<file path="src/rtl/icache_fetch_pkg.sv">
`default_nettype none
// ============================================================================
// Module  : icache_fetch_pkg
// Purpose : Shared types and constants for the instruction-fetch stage:
//           FSM state encodings, instruction width and the canonical NOP.
// Ports   : none (package)
// Revision: 1.0 - initial release
// ============================================================================
package icache_fetch_pkg;

    localparam int INST_W = 32;

    // addi x0, x0, 0 -- kept for bubble insertion by later pipeline work
    localparam logic [INST_W-1:0] NOP = 32'h00000013;

    typedef enum logic [0:0] {
        ST_RUN  = 1'b0,
        ST_MISS = 1'b1
    } state_t;

endpackage
`default_nettype wire

</file>
<file path="src/rtl/icache_array.sv">
`default_nettype none
// ============================================================================
// Module  : icache_array
// Purpose : Direct-mapped storage of 2**IDX_W lines, each {valid, tag, data}.
//           Asynchronous read port, synchronous write port, synchronous
//           invalidate-all on reset (only the valid bits are cleared).
// Ports   : clk, rst                     clock / sync active-high reset
//           i_rd_idx -> o_rd_valid/o_rd_tag/o_rd_data   async lookup
//           i_we, i_wr_idx, i_wr_tag, i_wr_data          line fill
// Revision: 1.0 - initial release
// ============================================================================
module icache_array
    import icache_fetch_pkg::*;
#(
    parameter int IDX_W = 4,
    parameter int TAG_W = 30 - IDX_W
) (
    input  logic              clk,
    input  logic              rst,
    input  logic [IDX_W-1:0]  i_rd_idx,
    output logic              o_rd_valid,
    output logic [TAG_W-1:0]  o_rd_tag,
    output logic [INST_W-1:0] o_rd_data,
    input  logic              i_we,
    input  logic [IDX_W-1:0]  i_wr_idx,
    input  logic [TAG_W-1:0]  i_wr_tag,
    input  logic [INST_W-1:0] i_wr_data
);

    localparam int LINES = 2 ** IDX_W;

    logic [LINES-1:0]  r_valid;
    logic [TAG_W-1:0]  r_tag  [LINES];
    logic [INST_W-1:0] r_data [LINES];

    always_ff @(posedge clk) begin
        if (rst) begin
            r_valid <= '0;
        end else if (i_we) begin
            r_valid[i_wr_idx] <= 1'b1;
        end
    end

    // Tag/data need no reset: a line is only ever read through its valid bit.
    always_ff @(posedge clk) begin
        if (i_we) begin
            r_tag[i_wr_idx]  <= i_wr_tag;
            r_data[i_wr_idx] <= i_wr_data;
        end
    end

    assign o_rd_valid = r_valid[i_rd_idx];
    assign o_rd_tag   = r_tag[i_rd_idx];
    assign o_rd_data  = r_data[i_rd_idx];

endmodule
`default_nettype wire

</file>
<file path="src/rtl/icache_fetch.sv">
`default_nettype none
// ============================================================================
// Module  : icache_fetch
// Purpose : Instruction-fetch stage with a direct-mapped, one-word-per-line
//           instruction cache. Zero-cycle hit latency from the registered PC;
//           on a miss a single word fetch is issued to memctrl and the line
//           is filled from its reply.
// Ports   : clk_in, rst_in, rdy_in        clock, sync reset, global ready
//           clear, clear_pc               pipeline flush and redirect target
//           dec_stall                     decoder back-pressure
//           inst_valid, inst_out, inst_pc to decoder
//           mem_if_enable, mem_inst_addr  fetch request to memctrl
//           mem_if_ready, mem_inst        fetch reply from memctrl
// Revision: 1.0 - initial release
// ============================================================================
module icache_fetch
    import icache_fetch_pkg::*;
#(
    parameter int          IDX_W    = 4,
    parameter logic [31:0] RESET_PC = 32'h0
) (
    input  logic              clk_in,
    input  logic              rst_in,
    input  logic              rdy_in,
    input  logic              clear,
    input  logic [31:0]       clear_pc,
    input  logic              dec_stall,
    output logic              inst_valid,
    output logic [INST_W-1:0] inst_out,
    output logic [31:0]       inst_pc,
    output logic              mem_if_enable,
    output logic [31:0]       mem_inst_addr,
    input  logic              mem_if_ready,
    input  logic [INST_W-1:0] mem_inst
);

    localparam int TAG_W = 30 - IDX_W;

    state_t      r_state, w_state_nxt;
    logic [31:0] r_pc, w_pc_nxt;
    logic        r_if_en, w_if_en_nxt;
    logic [31:0] r_addr, w_addr_nxt;

    logic [IDX_W-1:0]  w_idx;
    logic [TAG_W-1:0]  w_tag;
    logic              w_rd_valid;
    logic [TAG_W-1:0]  w_rd_tag;
    logic [INST_W-1:0] w_rd_data;
    logic              w_hit;
    logic              w_fill;
    logic              w_inst_valid;
    logic [1:0]        w_unused_clear_lsb;

    assign w_idx = r_pc[IDX_W+1:2];
    assign w_tag = r_pc[31:IDX_W+2];
    assign w_hit = w_rd_valid && (w_rd_tag == w_tag);

    // A reply arriving under flush or freeze is dropped, never written.
    assign w_fill = !rst_in && rdy_in && !clear &&
                    (r_state == ST_MISS) && mem_if_ready;

    // Redirect targets are forced word-aligned.
    assign w_unused_clear_lsb = clear_pc[1:0];

    icache_array #(
        .IDX_W (IDX_W),
        .TAG_W (TAG_W)
    ) u_array (
        .clk        (clk_in),
        .rst        (rst_in),
        .i_rd_idx   (w_idx),
        .o_rd_valid (w_rd_valid),
        .o_rd_tag   (w_rd_tag),
        .o_rd_data  (w_rd_data),
        .i_we       (w_fill),
        .i_wr_idx   (w_idx),
        .i_wr_tag   (w_tag),
        .i_wr_data  (mem_inst)
    );

    always_ff @(posedge clk_in) begin
        if (rst_in) begin
            r_state <= ST_RUN;
            r_pc    <= RESET_PC;
            r_if_en <= 1'b0;
            r_addr  <= 32'h0;
        end else begin
            r_state <= w_state_nxt;
            r_pc    <= w_pc_nxt;
            r_if_en <= w_if_en_nxt;
            r_addr  <= w_addr_nxt;
        end
    end

    always_comb begin
        w_state_nxt  = r_state;
        w_pc_nxt     = r_pc;
        w_if_en_nxt  = r_if_en;
        w_addr_nxt   = r_addr;
        w_inst_valid = 1'b0;
        // rdy_in low holds every register and suppresses the output.
        if (rdy_in && !rst_in) begin
            if (clear) begin
                w_state_nxt = ST_RUN;
                w_pc_nxt    = {clear_pc[31:2], 2'b00};
                w_if_en_nxt = 1'b0;
            end else begin
                case (r_state)
                    ST_RUN: begin
                        if (w_hit) begin
                            w_inst_valid = 1'b1;
                            if (!dec_stall) begin
                                w_pc_nxt = r_pc + 32'd4;
                            end
                        end else begin
                            w_addr_nxt  = {r_pc[31:2], 2'b00};
                            w_if_en_nxt = 1'b1;
                            w_state_nxt = ST_MISS;
                        end
                    end
                    ST_MISS: begin
                        if (mem_if_ready) begin
                            w_if_en_nxt = 1'b0;
                            w_state_nxt = ST_RUN;
                        end
                    end
                    default: begin
                        w_state_nxt = ST_RUN;
                    end
                endcase
            end
        end
    end

    assign inst_valid    = w_inst_valid;
    assign inst_out      = w_inst_valid ? w_rd_data : '0;
    assign inst_pc       = r_pc;
    assign mem_if_enable = r_if_en;
    assign mem_inst_addr = r_addr;

endmodule
`default_nettype wire
</file>
<file path="config.mk">
export PLATFORM = sky130hd
export DESIGN_NAME = icache_fetch
export DESIGN_NICKNAME = d
export VERILOG_FILES = /design/src/rtl/icache_fetch_pkg.sv /design/src/rtl/icache_array.sv /design/src/rtl/icache_fetch.sv
export SDC_FILE = /design/constraint.sdc
export NUM_CORES = 1
export LEC_CHECK = 0
export CAP_MARGIN = 20
export CORE_MARGIN = 2
export CORE_UTILIZATION = 55
export DETAILED_ROUTE_END_ITERATION = 8
export GPL_ROUTABILITY_DRIVEN = 1
export GPL_TIMING_DRIVEN = 0
export PLACE_DENSITY = 0.73
export SLEW_MARGIN = 20
export SYNTH_ARGS = -nofsm -noshare
export SYNTH_HDL_FRONTEND = slang
export SYNTH_HIERARCHICAL = 1
export SYNTH_SLANG_ARGS = --single-unit
</file>
<file path="constraint.sdc">
create_clock -name clk_in -period 22.5 [get_ports clk_in]
set_clock_uncertainty 0.15 [all_clocks]
set_input_delay 5.625 -clock clk_in [delete_from_list [all_inputs] [get_ports clk_in]]
set_output_delay 5.625 -clock clk_in [all_outputs]
set_load 0.05 [all_outputs]
</file>
==> metrics.md, run 1 <==
| Metric | Value |
|---|---|
| Slowest stage delay, CP | between 0.8 and 0.9 ns |
| Distinct cell type count after synthesis | 56 |
| Antenna Nets Post-Route | 0 |
| Top-count cell post-synth | edfxtp_1 |
| Power per standard cell area | ~84 nW/um2 |
| Gr ovfl total | 0 |
| Placer Congestion | 0.861 |
| Area of the multi-input gates | just over 9000 um2 |
| Clock Pin Slew Worst Setup and Hold Paths | approximately 0.060 ns |
| IO Port Bufs | ~160 |
| Reg area | between 20000 and 30000 um2 |
| Sequential share of the synthesized area | 0.755 |
| Pins Over Slew Limit | 0 |
| Max Fanout on Critical Path | 10 |
| Die X | 270 um |
| Synth top area share | 0.715 |
| Final period utilization | 0.666 |
| Vias per cell | about 6.5 |
| Status | finished clean |
| Number of synthesized flops with an enable pin | between 900 and 1k |
| Die Y | about 270 um |
| Total CTS buffers | 100 |
| Synthesized area | approximately 39000 um2 |
| RSZ-0062 raised after global routing | false |
| Critical path's most frequent cell | clkdlybuf4s50_1 |
| First-pass GRT wire length | about 150000 um |
| Leading area contributor after synthesis | edfxtp_1 |
| Syn Area/Cell | 19.9 um2 |
| Vias | ~22k |
| Share of cells above drive strength 1 | 0.225 |
| Post-synth ARST share | 0 |
| CTS resizes | 0 |
| Measured slew at the worst slew-check pin | 1.12 ns |
| CP Launch Type | primary input |
| Cell Rows | slightly below 100 |
| Worst Hold Class | register to register |
| Largest net degree at the start of global routing | 25 |
| Final setup vio count | 0 |
| Syn Inst Count | a little under 2k |
| Req. time, crit path | 16.73 ns |
| Final Hold Vio Count | 0 |
| Hold buffer count at cts | 0 |
| Peak VDD IR | just over 0.06 mV |
| Initial antenna violation count | 4 |
| Yosys warnings | 6 |
| TritonCTS clock tree | built |
| Max_slew headroom | 0.245 |
| Worst R2R Setup Slack | about 17 ns |
| Worst hold slack | roughly 0.34 ns |
| P&R area growth vs syn | 19.5% |
| Max Freq | between 60 and 70 MHz |
| Root buf cell | clkbuf_16 |
| Crit-path cells | clkdlybuf4s50_1 > nand2b_1 > or3_1 > nor2_2 > clkbuf_1 > and2_1 > clkdlybuf4s50_1 |
| Crit path capture type | output pin |
| Predominant post-synthesis flop cell | edfxtp_1 |
| Yosys reg bits | 1006 |
| WL final | 99400 um |
| Core region area | 70100 um2 |
| Initial Util | 0.556 |
| Clock Latency Late Sink | approximately 0.67 ns |
| Initial DRC Count | around 2.5k |
| Fillers | 4573 |
| Setup tns final | 0 ns |
| Critical path type | primary input to output pin |
| Synth cell count leaders | edfxtp_1 (928), mux4_2 (236), a22oi_1 (123) |
| DIE AREA | between 70000 and 80000 um2 |
| Post-layout min period | around 15 ns |
| Clock sink count | roughly 1k |
| Leak pwr | approximately 15 nW |
| Fin nets | 2377 |
| Post-detail-place hpwl | ~64000 um |
| H-tree depth | 3 |
| Vias in the first global route | approximately 22k |
| Synth area leaders | edfxtp_1 (71%), mux4_2 (14%), dfxtp_1 (4.0%), a22oi_1 (2.4%), nand2_1 (0.89%) |
| Max-cap violations | 0 |
| Total Routing Usage GR | 0.273 |
| Critical-path top delay cell | clkdlybuf4s50_1 |
| Setup bufs post-CTS | 0 |
| # DRC | 0 |
| CP arrival | 9.22 ns |
| Ports | roughly 170 |
| Clock buffer depth | 3 |
| WL per Instance | between 20 and 30 um |
| DR pass1 iterations | 6 |
[state kept, by name (all words and copies together) (netlist names)]
register,cells
r_state,1
mem_if_enable,1
u_array/r_valid,16
mem_inst_addr,30
u_array/r_data,512
inst_pc,30
u_array/r_tag,416
[path summary, 6_finish.rpt]
check	cells past startpoint	from	end
worst min-delay path	2	u_array/r_valid[1]$_SDFFE_PP0P_	u_array/r_valid[1]$_SDFFE_PP0P_
worst max register to register	12	inst_pc[3]$_SDFFE_PP0P_	inst_pc[28]$_SDFFE_PP0P_
worst min register to register	2	u_array/r_valid[1]$_SDFFE_PP0P_	u_array/r_valid[1]$_SDFFE_PP0P_
worst max-delay path	7	rst_in	inst_out[3]
[logic make-up (layout without fill, tap and decap cells)]
kind of cell | count (synthesis) | in the layout | share of synthesized area
flops | 1006 | 1006 | 0.755
simple gates | 329 | 329 | 0.0426
mux | 268 | 268 | 0.145
compound gates | 208 | 208 | 0.0374
buf+inv | 122 | 550 | 0.0146
xor+xnor | 26 | 26 | 0.00584
fa+ha+maj | 1 | 1 | 0.000321
other cells | 1 | 6 | 0.0000962
[through the flow]
| stage | area, um2 | utilization | setup slack [ns] | power [mW] | instances |
|---|---|---|---|---|---|
| 6_report | 46600 | 0.664 | 7.51 | 3.91 | 3334 |
| 4_1_cts | 46600 | 0.664 | 7.56 | 3.94 | 3332 |
| 2_1_floorplan | 39000 | - | 9.58 | 2.23 | 1964 |
| 3_3_place_gp | 41800 | 0.596 | 5.29 | 2.31 | 3065 |
| 5_1_grt | 46600 | 0.664 | 7.49 | 4.02 | 3333 |
| 3_5_place_dp | 43300 | 0.618 | 7.59 | 2.32 | 3144 |
[per-layer routing]
metal,wire (um),GRT usage,up-vias
met5,14,0,-
met4,3250,0.0842,2
met3,9530,0.0549,236
met2,49700,0.457,1399
met1,36900,0.367,11100
li1,-,-,8804
[cell type report]
class,count,share of cell area
flip-flops and latches,1006,0.632
clock inverters,44,0.00991
repair buffers,240,0.0653
clock buffers,144,0.0597
diodes,2,0.000107
inverters,1,0.0000806
plain buffers,121,0.0121
well taps,940,0.0252
multi-input cells,836,0.196
[cells in the final DEF (no fill, tap or decap), types with 31 or more instances in the layout]
cell,instances
a21oi_1,31
a22oi_1,123
and2_1,38
buf_16,34
buf_2,42
clkbuf_1,94
clkbuf_16,100
clkdlybuf4s50_1,161
dfxtp_1,78
edfxtp_1,928
mux2i_1,32
mux4_2,236
nand2_1,92
nor2_1,71
[power breakdown]
group | internal, mW | switching, mW | total, mW
logic | 0.0925 | 0.133 | 0.225
registers | 2.04 | 0.0155 | 2.06
clock network | 0.935 | 0.699 | 1.63
[worst max-delay path: cells and delay by family]
kind          cells  cell delay [ns]
buf+inv           3             1.91
simple gates      4             1.66
(Power assumes the default switching activity.)
==> run 2: changes to the inputs <==
- clock period: 22.5 -> 14.7 ns (I/O delays scaled with it)
==> results of run 2 <==
The final DEF is identical to that of run 1. Status: finished clean.
Main changes from that run: setup slack after placement 7.59 ns -> 3.69 ns; setup slack after layout 7.51 ns -> 3.61 ns; register-to-register setup slack 16.96 ns -> 9.16 ns; total power 3.91 mW -> 5.99 mW; worst IR drop on VDD 0.0606 mV -> 0.0928 mV
